--- config.mk ---
export PLATFORM = sky130hd
export DESIGN_NAME = nes_pad_scanner
export DESIGN_NICKNAME = d
export VERILOG_FILES = /design/src/rtl/nes_pad_scanner.sv
export SDC_FILE = /design/constraint.sdc
export NUM_CORES = 1
export LEC_CHECK = 0
export BUFFER_PORTS_ARGS = -buffer_cell sky130_fd_sc_hd__buf_2
export CELL_PAD_IN_SITES_DETAIL_PLACEMENT = 1
export CELL_PAD_IN_SITES_GLOBAL_PLACEMENT = 1
export CORE_ASPECT_RATIO = 1.25
export CORE_MARGIN = 1
export CORE_UTILIZATION = 35
export DETAILED_ROUTE_END_ITERATION = 8
export PLACE_DENSITY = 0.65
export REMOVE_ABC_BUFFERS = 1
export SLEW_MARGIN = 15
export SYNTH_ARGS = -nofsm -noshare
export SYNTH_HDL_FRONTEND = slang
export SYNTH_SLANG_ARGS = --single-unit
--- constraint.sdc ---
create_clock -name clk -period 5.1 [get_ports clk]
set_clock_uncertainty 0.1 [all_clocks]
set_input_delay 1.02 -clock clk [delete_from_list [all_inputs] [get_ports clk]]
set_output_delay 1.02 -clock clk [all_outputs]
set_load 0.03 [all_outputs]
--- src/rtl/nes_pad_scanner.sv ---
// nes_pad_scanner: shared latch/pulse serial scanner for up to four NES pads.
// Define NES_PAD_EDGE_EN to add the press_edge one-frame strobe output.
module nes_pad_scanner #(
  parameter int NUM_PADS     = 2,
  parameter int LATCH_CYCLES = 302,
  parameter int HALF_CYCLES  = 76,
  parameter int AUTO_POLL    = 1,
  parameter int POLL_PERIOD  = 419583
) (
  input  logic                  clk,
  input  logic                  reset,
  input  logic                  poll_req,
  input  logic [NUM_PADS-1:0]   pad_data,
  output logic                  pad_latch,
  output logic                  pad_pulse,
  output logic [8*NUM_PADS-1:0] buttons,
  output logic                  frame_valid,
  output logic                  busy
`ifdef NES_PAD_EDGE_EN
  ,
  output logic [8*NUM_PADS-1:0] press_edge
`endif
);

  localparam int MAXC = (LATCH_CYCLES > HALF_CYCLES) ?
                        LATCH_CYCLES : HALF_CYCLES;
  localparam int CW = $clog2(MAXC);
  localparam int TW = $clog2(POLL_PERIOD);
  localparam int BW = 8 * NUM_PADS;

  localparam logic [CW-1:0] LAT_LAST  = CW'(LATCH_CYCLES - 1);
  localparam logic [CW-1:0] HALF_LAST = CW'(HALF_CYCLES - 1);
  localparam logic [TW-1:0] POLL_LAST = TW'(POLL_PERIOD - 1);

  typedef enum logic [2:0] {
    IDLE,
    LATCH,
    PULSE_HI,
    PULSE_LO,
    DONE
  } state_t;

  state_t state_q, state_d;

  logic [CW-1:0]       cnt_q, cnt_d;
  logic [2:0]          bit_q, bit_d;
  logic [TW-1:0]       timer_q, timer_d;
  logic [NUM_PADS-1:0] sync1_q, sync2_q;
  logic [BW-1:0]       shift_q, shift_d;
  logic [BW-1:0]       buttons_q, buttons_d;
  logic [BW-1:0]       edge_q, edge_d;
  logic                latch_q, latch_d;
  logic                pulse_q, pulse_d;
  logic                fv_q, fv_d;
  logic                busy_q, busy_d;
  logic                start;
  logic                sample;

  always_comb begin
    timer_d = '0;
    if (AUTO_POLL != 0 && timer_q != POLL_LAST)
      timer_d = timer_q + 1'b1;

    // A start outside IDLE is simply dropped.
    start = (AUTO_POLL != 0) ? (timer_q == '0) : poll_req;

    state_d = state_q;
    cnt_d   = cnt_q;
    bit_d   = bit_q;
    sample  = 1'b0;

    unique case (state_q)
      IDLE: begin
        if (start) begin
          state_d = LATCH;
          cnt_d   = '0;
        end
      end
      LATCH: begin
        if (cnt_q == LAT_LAST) begin
          sample  = 1'b1;
          state_d = PULSE_HI;
          cnt_d   = '0;
          bit_d   = 3'd1;
        end else begin
          cnt_d = cnt_q + 1'b1;
        end
      end
      PULSE_HI: begin
        if (cnt_q == HALF_LAST) begin
          state_d = PULSE_LO;
          cnt_d   = '0;
        end else begin
          cnt_d = cnt_q + 1'b1;
        end
      end
      PULSE_LO: begin
        if (cnt_q == HALF_LAST) begin
          sample = 1'b1;
          cnt_d  = '0;
          if (bit_q == 3'd7) begin
            state_d = DONE;
            bit_d   = '0;
          end else begin
            state_d = PULSE_HI;
            bit_d   = bit_q + 1'b1;
          end
        end else begin
          cnt_d = cnt_q + 1'b1;
        end
      end
      DONE: begin
        state_d = IDLE;
      end
      default: begin
        state_d = IDLE;
      end
    endcase

    // Bits arrive LSB first; eight right shifts leave bit 0 at the bottom.
    shift_d = shift_q;
    if (sample) begin
      for (int p = 0; p < NUM_PADS; p++) begin
        shift_d[8*p +: 8] = {~sync2_q[p], shift_q[8*p+1 +: 7]};
      end
    end

    buttons_d = buttons_q;
    edge_d    = '0;
    if (state_d == DONE) begin
      buttons_d = shift_d;
      edge_d    = shift_d & ~buttons_q;
    end

    latch_d = (state_d == LATCH);
    pulse_d = (state_d == PULSE_HI);
    fv_d    = (state_d == DONE);
    busy_d  = (state_d == LATCH) ||
              (state_d == PULSE_HI) ||
              (state_d == PULSE_LO);
  end

  always_ff @(posedge clk or posedge reset) begin
    if (reset) begin
      state_q   <= IDLE;
      cnt_q     <= '0;
      bit_q     <= '0;
      timer_q   <= '0;
      sync1_q   <= '1;
      sync2_q   <= '1;
      shift_q   <= '0;
      buttons_q <= '0;
      edge_q    <= '0;
      latch_q   <= 1'b0;
      pulse_q   <= 1'b0;
      fv_q      <= 1'b0;
      busy_q    <= 1'b0;
    end else begin
      state_q   <= state_d;
      cnt_q     <= cnt_d;
      bit_q     <= bit_d;
      timer_q   <= timer_d;
      sync1_q   <= pad_data;
      sync2_q   <= sync1_q;
      shift_q   <= shift_d;
      buttons_q <= buttons_d;
      edge_q    <= edge_d;
      latch_q   <= latch_d;
      pulse_q   <= pulse_d;
      fv_q      <= fv_d;
      busy_q    <= busy_d;
    end
  end

  assign pad_latch   = latch_q;
  assign pad_pulse   = pulse_q;
  assign buttons     = buttons_q;
  assign frame_valid = fv_q;
  assign busy        = busy_q;

`ifdef NES_PAD_EDGE_EN
  assign press_edge = edge_q;
`else
  logic unused_edge;
  assign unused_edge = ^edge_q;
`endif

endmodule

==> results of run 1 <==
worst paths after layout:
| path | startpoint | to | depth (start not counted) |
|---|---|---|---|
| hold / removal | sync1_q[0] | sync2_q[0] | 0 |
| setup / recovery | cnt_q[0] | buttons[0] | 5 |
| min in group asynchronous | reset | buttons[14] | 2 |
| setup reg to reg | cnt_q[0] | buttons[0] | 5 |
| hold reg to reg | sync1_q[0] | sync2_q[0] | 0 |
| max in group asynchronous | reset | shift_q[1] | 3 |
cell families after synthesis:
logic type,after synthesis,share of synthesized area [%]
flip-flops,72,54.1
buffers and inverters,21,3.79
adder cells (fa/ha/maj),7,2.62
XOR/XNOR,14,3.67
AO/OA/AOI/OAI,24,4.83
multiplexers,29,10.6
AND/OR/NAND/NOR,127,20.4
where the power goes:
part / leakage (nW) / internal (W) / switching (W) / total [W]
combinational: 0.735 / 0.00000139 / 0.0000114 / 0.0000128
clock: 0.156 / 0.000428 / 0.000238 / 0.000667
sequential: 0.953 / 0.000574 / 0.000000616 / 0.000575
total: 1.84 / 0.00100 / 0.000250 / 0.00125
flip-flops by register name, summed over array words and instances (netlist names), 2 cells and up:
register and cells:
buttons 16, shift_q 14, timer_q 19, sync2_q 2
bit_q 3, cnt_q 9, state_q 3, sync1_q 2
synth_stat cells (all sizes together):
library cell / instances / area share [%]
dfrtp: 68 / 51
nand2: 32 / 3.7
mux2: 26 / 9.7
nor2: 25 / 2.9
nand3: 22 / 3.3
o21ai: 12 / 1.8
inv: 10 / 1.1
buf: 9 / 2.4
nor3: 8 / 1.3
ha: 7 / 2.6
xnor2: 7 / 1.8
xor2: 7 / 1.8
nand4: 6 / 1.3
nor4: 6 / 1.8
a31oi: 4 / 0.75
and4: 4 / 1.1
dfstp: 4 / 3.1
nand2b: 4 / 0.75
nand3b: 4 / 0.90
nor3b: 4 / 1.0
and3: 3 / 0.60
mux2i: 3 / 0.90
nor2b: 3 / 0.56
or3: 3 / 0.56
clkbuf: 2 / 0.22
or2: 2 / 0.37
a21oi: 1 / 0.15
a221o: 1 / 0.30
o2111ai: 1 / 0.45
o211a: 1 / 0.30
o211ai: 1 / 0.22
o221ai: 1 / 0.26
o311ai: 1 / 0.26
o41a: 1 / 0.34
or4: 1 / 0.22
final cells by class:
type,instances,area (sq um)
Sequential cell,72,1810
Clock buffer,9,225
Timing Repair Buffer,25,130
Clock inverter,7,95.1
Tap cell,123,154
Fill cell,1020,5370
Multi-Input combinational cell,201,1410
Inverter,10,37.5
layer usage:
layer	global-route usage [%]	routed length (um)	vias up
li1	-	-	1083
met3	3.20	174	9
met5	0	0	-
met1	17.2	2930	1125
met2	25.3	3440	35
met4	6.98	116	0
metrics by stage:
step	instance area, sq um	hold slack (ps)	setup slack, ps
finish	3850	248	2480
global route	3850	259	2310
CTS	3850	249	2420
detailed placement	3530	247	2440
global placement	3530	247	2500
floorplan	3250	245	2160
critical path, delay by kind of cell, from the launching register on:
kind	cells	cell delay, ps
multiplexers	1	420
AND/OR/NAND/NOR	3	1310
adder cells (fa/ha/maj)	1	250
flip-flops	1	420
layout by cell type (no fill, tap or decap), types with 3 or more instances in the layout:
cell / count
a31oi_1: 4
and4_1: 3
buf_2: 23
clkbuf_16: 9
dfrtp_1: 68
dfstp_2: 4
ha_1: 7
inv_1: 9
mux2_2: 17
mux2_4: 8
mux2i_1: 3
nand2_1: 31
nand2b_1: 4
nand3_1: 22
nand3b_1: 4
nand4_1: 5
nor2_1: 24
nor2b_1: 3
nor3_1: 7
nor3b_1: 3
nor4_1: 4
o21ai_0: 11
or3_1: 3
xnor2_1: 7
xor2_1: 7
==> out/results.txt, run 1 <==
PortBufs: 23
Die Ht: 111 um
Post-route DRC: 0
Register area share after synthesis: 54.1%
Post-DP HPWL: 4640 um
CTS tree: yes
Peak VDD IR: 0.000151 V
Layout Utilization: 41.8%
Initial Utilization: 36.2%
# hold bufs at CTS: 0
Hold Path Class: register to register
Seq cells post-synth: 72
Critical path startpoint category: register
Syn Inst Count: 294
P&R area growth vs syn: 15.4%
Min cycle time layout: 2620 ps
Power Density: 326 mW/mm^2
CTS sink count: 72
Pin count of the biggest net entering global routing: 38
Synth unique cells: 49
Post-Syn Area: 0.00334 sq mm
Slew @ Worst Pin: 876 ps
Worst EP required: 5210 ps
Critical Path Sink Type: register
Buffer depth of the longest clock path: 2
Inserted Diodes: 0
# rows: 39
Die area: 0.00993 sq mm
Grt total ovfl: 0
Worst setup path class: register to register
WL/cell: 14.9 um
H-tree levels: 3
Vias per Instance: 5.04
Setup total negative slack: 0 ps
CTS-repair resized insts: 0
Mean post-synth cell area: 11.4 sq um
Total CTS buffers: 9
Synth Warn #: 0
Clk_lat worst skew: 330 ps
Routed Antenna Nets: 0
Layout cells sized above 1: 25.6%
Worst path max stage delay: 800 ps
Clk root buf: clkbuf_16
Antenna violations before repair: 0
Total power draw: 0.00125 W
Worst path cell trace: ha_1 -> nand2_1 -> nor4_2 -> and4_1 -> mux2_2
Max Clock Freq: 382 MHz
Drt pass-1 iters: 4
Aggregate routed wire length: 6660 um
Status: finished, final reports clean
Vias in the first global route: 2400
Leakage power: 1.84 nW
DP Cell Count: 431
Ports: 25
Unrepaired setup endpoints after global routing: false
Nets: 331
R2R Setup Slk: 2480 ps
Crit-path max FO: 18
Final setup violation count: 0
Post CTS Setup Buffer Count: 0
Critical path's slowest cell: and4_1
Max-cap check violation count: 0
Final slew viol count: 0
Vias post-DR: 2252
Clock transition at the registers of the reported paths: 60 ps
Slew HR: 41.3%
Die width: 89.4 um
Ratio of final minimum period to clock period: 51.3%
Post-route insts no fill: 447
Final Hold Viols: 0
Starting DRT DRC Count: 61
Global-route usage over all layers: 14.8%
Routability-driven placement congestion ratio: 0.748
Core area: 0.00922 sq mm
First-pass GRT wire length: 11300 um
Crit path DAT: 2730 ps
Power figures use the tool's default switching activity.
==> inputs of run 2 (changes only) <==
--- a/config.mk
+++ b/config.mk
@@ -5,6 +5,7 @@
 export SDC_FILE = /design/constraint.sdc
 export NUM_CORES = 1
 export LEC_CHECK = 0
+export ABC_AREA = 1
 export BUFFER_PORTS_ARGS = -buffer_cell sky130_fd_sc_hd__buf_2
 export CELL_PAD_IN_SITES_DETAIL_PLACEMENT = 1
 export CELL_PAD_IN_SITES_GLOBAL_PLACEMENT = 1
@@ -12,7 +13,7 @@
 export CORE_MARGIN = 1
 export CORE_UTILIZATION = 35
 export DETAILED_ROUTE_END_ITERATION = 8
-export PLACE_DENSITY = 0.65
+export PLACE_DENSITY = 0.71
 export REMOVE_ABC_BUFFERS = 1
 export SLEW_MARGIN = 15
 export SYNTH_ARGS = -nofsm -noshare
==> constraint.sdc (replaced) <==
create_clock -name clk -period 2.4 [get_ports clk]
set_clock_uncertainty 0.1 [all_clocks]
set_input_delay 0.48 -clock clk [delete_from_list [all_inputs] [get_ports clk]]
set_output_delay 0.48 -clock clk [all_outputs]
set_load 0.03 [all_outputs]
==> out/results.txt, run 2 <==
Post-DP HPWL: 6870 um (+48%)
WL/cell: 14.2 um (-4.9%)
Final Hold Viols: 0 (unchanged)
Critical path startpoint category: register
Commonest cells in the netlist: 159 x nand2_1, 70 x dfrtp_1, 69 x nor2_1
Met3 Use GR: 3.23% (+0.030 points)
Sequential share of power: 46.8% (+1.0 points)
Routability-driven placement congestion ratio: 0.837 (+12%)
Inserted Diodes: 0 (unchanged)
Vias post-DR: 3312 (+47%)
Clk_lat worst skew: 340 ps (about the same)
Core area: 0.0107 sq mm (+16%)
Register area: 0.00186 sq mm (+2.8%)
Routed Antenna Nets: 0 (unchanged)
Clock transition at the registers of the reported paths: 60 ps (about the same)
Register area share after synthesis: 47.9% (-6.3 points)
Cell internal pwr: 0.00209 W (+110%)
Post-synth EDFFs: 0 (unchanged)
Drt pass-1 iters: 4 (unchanged)
Peak VDD IR: 0.000309 V (+110%)
Mean post-synth cell area: 7.62 sq um (-33%)
First-pass GRT wire length: 16500 um (+46%)
Die Ht: 120 um (+7.7%)
Pin count of the biggest net entering global routing: 40 (+5.3%)
Multi-input logic area: 0.00171 sq mm (+22%)
GR Util met2: 32.4% (+7.1 points)
Die area: 0.0115 sq mm (+16%)
Synth unique cells: 32 (-35%)
Nets: 551 (+66%)
CTS-repair resized insts: 0 (unchanged)
Synth Warn #: 0 (unchanged)
Placed inst area: 0.00415 sq mm (+18%)
H-tree levels: 3 (unchanged)
Final slew viol count: 0 (unchanged)
Max-cap check violation count: 0 (unchanged)
Unrepaired setup endpoints after global routing: false
Global-route usage over all layers: 18.6% (+3.8 points)
Crit-path max FO: 21 (+3)
Most common flop cell mapped by yosys: dfrtp_1
Synth top area cells: dfrtp_1 45%, nand2_1 15%, nand3_1 8.0%
Slew HR: 56.9% (+16 points)
Largest Register: timer_q
Vias per Instance: 4.90 (-2.8%)
Initial Utilization: 36.4% (+0.18 points)
Worst EP required: 2530 ps (-2680 ps)
Ratio of final minimum period to clock period: 83.6% (+32 points)
Ports: 25 (unchanged)
Slew @ Worst Pin: 642 ps (-234 ps)
Vias in the first global route: 3532 (+47%)
Gr busiest metal: met2
Worst setup path class: register to register
# rows: 42 (+7.7%)
Most frequent cells in the layout: 159 x nand2_1, 70 x dfrtp_1, 69 x nor2_1
Cell taking the most area after synthesis: dfrtp_1
Max Clock Freq: 499 MHz (+31%)
Buffer depth of the longest clock path: 2 (unchanged)
Post CTS Setup Buffer Count: 0 (unchanged)
Power Density: 601 mW/mm^2 (+84%)
PortBufs: 23 (unchanged)
Antenna violations before repair: 0 (unchanged)
Leakage power: 2.36 nW (+28%)
Layout cells sized above 1: 11.4% (-14 points)
Clk root buf: clkbuf_16
Min cycle time layout: 2010 ps (-612 ps)
Total power draw: 0.00268 W (+110%)
Fillers: 1348 (+32%)
Post-Syn Area: 0.00388 sq mm (+16%)
Grt total ovfl: 0 (unchanged)
GRT met1 Usage: 22.5% (+5.3 points)
Total CTS buffers: 9 (unchanged)
Psw: 0.000583 W (+130%)
Final instance area: 0.00446 sq mm (+16%)
P&R area growth vs syn: 14.9%
Die width: 96.2 um (+7.6%)
Syn Inst Count: 509 (+73%)
Final setup violation count: 0 (unchanged)
Top-count cell post-synth: nand2_1
Starting DRT DRC Count: 143 (+130%)
Critical Path Sink Type: register
Post-route DRC: 0 (unchanged)
Post-synthesis async set-or-reset flop share: 100% (unchanged)
Status: finished, final reports clean
Post-synth top area share: 45.1% (-5.8 points)
Clock network power share: 52.0% (-1.1 points)
Aggregate routed wire length: 9580 um (+44%)
Switching Share: 21.8% (+1.8 points)
Crit path DAT: 2130 ps (-600 ps)
Largest register FFs: 19 (unchanged)
CTS tree: yes
Seq cells post-synth: 74 (+2.8%)
Hold Path Class: input pin to async pin
CTS sink count: 74 (+2.8%)
# hold bufs at CTS: 0 (unchanged)
Most common cell after layout, fill and taps aside: nand2_1
Comb power frac: 1.2% (+0.2 points)
## run 2: path summary, 6_finish.rpt
path,start,endpoint,slack (ps),cells past startpoint
min in group clk,pad_data[1],sync1_q[1],140,1
max reg2reg,cnt_q[0],shift_q[0],390,7
min,reset,timer_q[6],80,2
min reg2reg,sync1_q[0],sync2_q[0],260,0
max in group asynchronous,reset,cnt_q[4],1520,3
max,cnt_q[0],shift_q[0],390,7
## run 2: logic make-up (layout without fill, tap and decap cells)
group	count (synthesis)	count (layout)	share of synthesized area (%)
and+or+nand+nor	330	330	37.5
xor gates and xnor gates	14	14	3.16
DFF	74	74	47.9
buffers and inverters	76	111	8.09
adders and majority gates	7	7	2.26
AOI/OAI and AO/OA	8	8	1.16
## run 2: stage by stage
stage                     hold WS [ps]  utilization (%)  worst slack [ps]  instances  setup TNS [ps]
after floorplan                    245                -             -55.0        499           -3850
after global routing               133             41.8               160        676               0
final                             78.4             41.8               394        676               0
after detailed placement           248             38.9               382        660               0
after CTS                         93.6             41.8               362        676               0
after global placement             246             38.9               430        660               0
## run 2: per-layer routing
layer,routed length (um),up-vias
li1,-,1628
met1,4270,1637
met2,4940,33
met3,195,14
met4,167,0
met5,0,-
## run 2: power by group through the flow
stage	combinational, W	clock (W)	sequential [W]
detailed placement	0.0000346	0	0.00128
floorplan	0.0000181	0	0.00128
global route	0.0000381	0.00147	0.00125
finish	0.0000317	0.00139	0.00125
global placement	0.0000335	0	0.00128
CTS	0.0000344	0.00143	0.00125
## run 2: area by class of cell
type / count / share of cell area, %
Tap cell: 132 / 3.70
Clock buffer: 10 / 5.36
Timing Repair Buffer: 29 / 3.87
Clock inverter: 6 / 1.49
Inverter: 66 / 5.61
Multi-Input combinational cell: 359 / 38.3
Sequential cell: 74 / 41.6
## run 2: worst max-delay path: stages (launching register included)
cell and delay, ps:
dfrtp_1 420, ha_1 250, nand2_1 70, nor2_1 220
nand3_4 160, nand2_2 360, nand2_1 130, and2_1 160
==> inputs of run 3 (changes only) <==
==> constraint.sdc (replaced) <==
create_clock -name clk -period 1.8 [get_ports clk]
set_clock_uncertainty 0.1 [all_clocks]
set_input_delay 0.36 -clock clk [delete_from_list [all_inputs] [get_ports clk]]
set_output_delay 0.36 -clock clk [all_outputs]
set_load 0.03 [all_outputs]
==> out/results.txt, run 3 (same netlist as run 2, synthesis figures left out) <==
Global-route usage over all layers: 18.9% (+0.26 points)
Sequential share of power: 47.8% (+1.0 points)
Crit path DAT: 1850 ps (-280 ps)
Ratio of final minimum period to clock period: 96.0% (+12 points)
Worst setup path class: register to register
Final Hold Viols: 2 (+2)
Clk_lat worst skew: 340 ps (about the same)
CP delay by family, top: simple AND/OR/NAND/NOR gates
Cell internal pwr: 0.00278 W (+33%)
Total power draw: 0.00350 W (+31%)
Die width: 96.2 um (unchanged)
Final setup violation count: 0 (unchanged)
Vias in the first global route: 3602 (+2.0%)
Ports: 25 (unchanged)
# hold bufs at CTS: 0 (unchanged)
Max-cap check violation count: 0 (unchanged)
Inserted Diodes: 0 (unchanged)
Max Clock Freq: 579 MHz (+16%)
Failing checks: hold timing
Most common cell after layout, fill and taps aside: nand2_1
Post-DP HPWL: 6960 um (+1.3%)
H-tree levels: 3 (unchanged)
Placed inst area: 0.00432 sq mm (+4.0%)
Grt total ovfl: 0 (unchanged)
Aggregate routed wire length: 10100 um (+5.6%)
R2R depth: 8 (+1)
Clock transition at the registers of the reported paths: 60 ps (about the same)
Routability-driven placement congestion ratio: 0.872 (+4.2%)
Routed Antenna Nets: 0 (unchanged)
Core area: 0.0107 sq mm (unchanged)
Critical path's most frequent cell: nand2_2
Final instance area: 0.00473 sq mm (+6.1%)
Clock network power share: 51.1% (-0.9 points)
Crit path depth: 8 (+1)
Clk root buf: clkbuf_16
Peak VDD IR: 0.000523 V (+69%)
Total CTS buffers: 9 (unchanged)
Worst path max stage delay: 420 ps (about the same)
Setup total negative slack: 0 ps (unchanged)
Hold_ws: -0.141 ps (-78.5 ps)
Most frequent cells in the layout: 153 x nand2_1, 70 x dfrtp_1, 64 x nor2_1
Vias post-DR: 3383 (+2.1%)
Slew HR: 73.2% (+16 points)
Status: finished with violations
WL/cell: 14.5 um (+2.4%)
Min cycle time layout: 1730 ps (-278 ps)
Vias per Instance: 4.85 (-0.93%)
Hold Path Class: input pin to async pin
Power Density: 741 mW/mm^2 (+23%)
Critical path startpoint category: register
Drt pass-1 iters: 4 (unchanged)
CTS sink count: 74 (unchanged)
Starting DRT DRC Count: 89 (-38%)
# rows: 42 (unchanged)
Buffer depth of the longest clock path: 2 (unchanged)
Final Worst Setup Slack: 72.5 ps (-322 ps)
Post-route DRC: 0 (unchanged)
CTS tree: yes
Slew @ Worst Pin: 403 ps (-240 ps)
P&R area growth vs syn: 21.9%
Critical Path Sink Type: register
Initial Utilization: 36.4% (unchanged)
Largest Register: timer_q
Worst path cell trace: inv_2 -> nand2_2 -> nor2_4 -> nand3_4 -> nand2_2 -> buf_12 -> nand2_1 -> and2_1
Antenna violations before repair: 0 (unchanged)
Psw: 0.000722 W (+24%)
Layout cells sized above 1: 17.3% (+5.9 points)
Die Ht: 120 um (unchanged)
DP Worst Slack: -30.7 ps (-413 ps)
Crit-path max FO: 16 (-24%)
Worst EP required: 1920 ps (-610 ps)
Pin count of the biggest net entering global routing: 75 (+88%)
Final slew viol count: 0 (unchanged)
Switching Share: 20.6% (-1.2 points)
Die area: 0.0115 sq mm (unchanged)
Critical path's slowest cell: dfrtp_1
First-pass GRT wire length: 16700 um (+1.0%)
PortBufs: 23 (unchanged)
Nets: 573 (+4.0%)
Comb power frac: 1.2% (about the same)
Largest register FFs: 19 (unchanged)
Worst path bufs/invs: 2 (+2)
Leakage power: 2.47 nW (+4.5%)
-- run 3: cell types whose count changed in the layout (fill, tap and decap cells not counted), sizes merged --
cell      previous run  this run
buf                 29        50
clkinv               5         1
clkinvlp             0         1
nand2              161       162
clkbuf              10        12
-- run 3: cell type report --
type	instances	area (sq um)
flip-flops and latches	74	1860
clock buffers	12	246
fillers	1332	5940
repair buffers	50	372
multi-input cells	360	1800
well taps	132	165
clock inverters	3	42.5
inverters	66	250
-- run 3: final timing paths --
kind / startpoint / to / slack [ps]
worst max register to register: state_q[2] / shift_q[10] / 70
worst min-delay path: reset / timer_q[5] / -0.1
worst min register to register: sync1_q[0] / sync2_q[0] / 250
min in group clk: pad_data[0] / sync1_q[0] / 20
worst max-delay path: state_q[2] / shift_q[10] / 70
max in group asynchronous: reset / sync1_q[1] / 1260
-- run 3: routing by layer --
metal  part of all wire, %  up-vias  wire [um]  GRT usage [%]
li1                      -     1672          -              -
met2                    53       30       5320           32.9
met5                     0        -          0              0
met1                    44     1667       4420           22.6
met3                   2.0       14        203           4.18
met4                   1.7        0        170           6.06
-- run 3: power groups by stage --
stage | Clock [W] | Combinational, W | Sequential, W
2_1_floorplan | 0 | 0.0000241 | 0.00170
3_3_place_gp | 0 | 0.0000430 | 0.00170
3_5_place_dp | 0 | 0.0000443 | 0.00170
4_1_cts | 0.00184 | 0.0000439 | 0.00167
5_1_grt | 0.00191 | 0.0000489 | 0.00167
6_report | 0.00179 | 0.0000404 | 0.00167
-- run 3: worst reg2reg max path: cells and delay by family, from the launching register on --
family | cells | cell delay [ps]
buffers and inverters | 2 | 270
DFF | 1 | 420
and+or+nand+nor | 6 | 830
-- run 3: per-stage QoR --
stage / util (%) / cells
after floorplan: - / 499
after global placement: 40.5 / 677
after detailed placement: 40.5 / 677
after CTS: 43.2 / 692
after global routing: 44.3 / 697
final: 44.3 / 697
-- run 3: what timing repair did --
item	4_1_cts	5_1_grt
gates resized for setup	2	22
cloned	0	1
endpoints found under the setup margin	11	55
pin swaps	0	12
hold endpoints to repair	0	0
buffers inserted	0	4
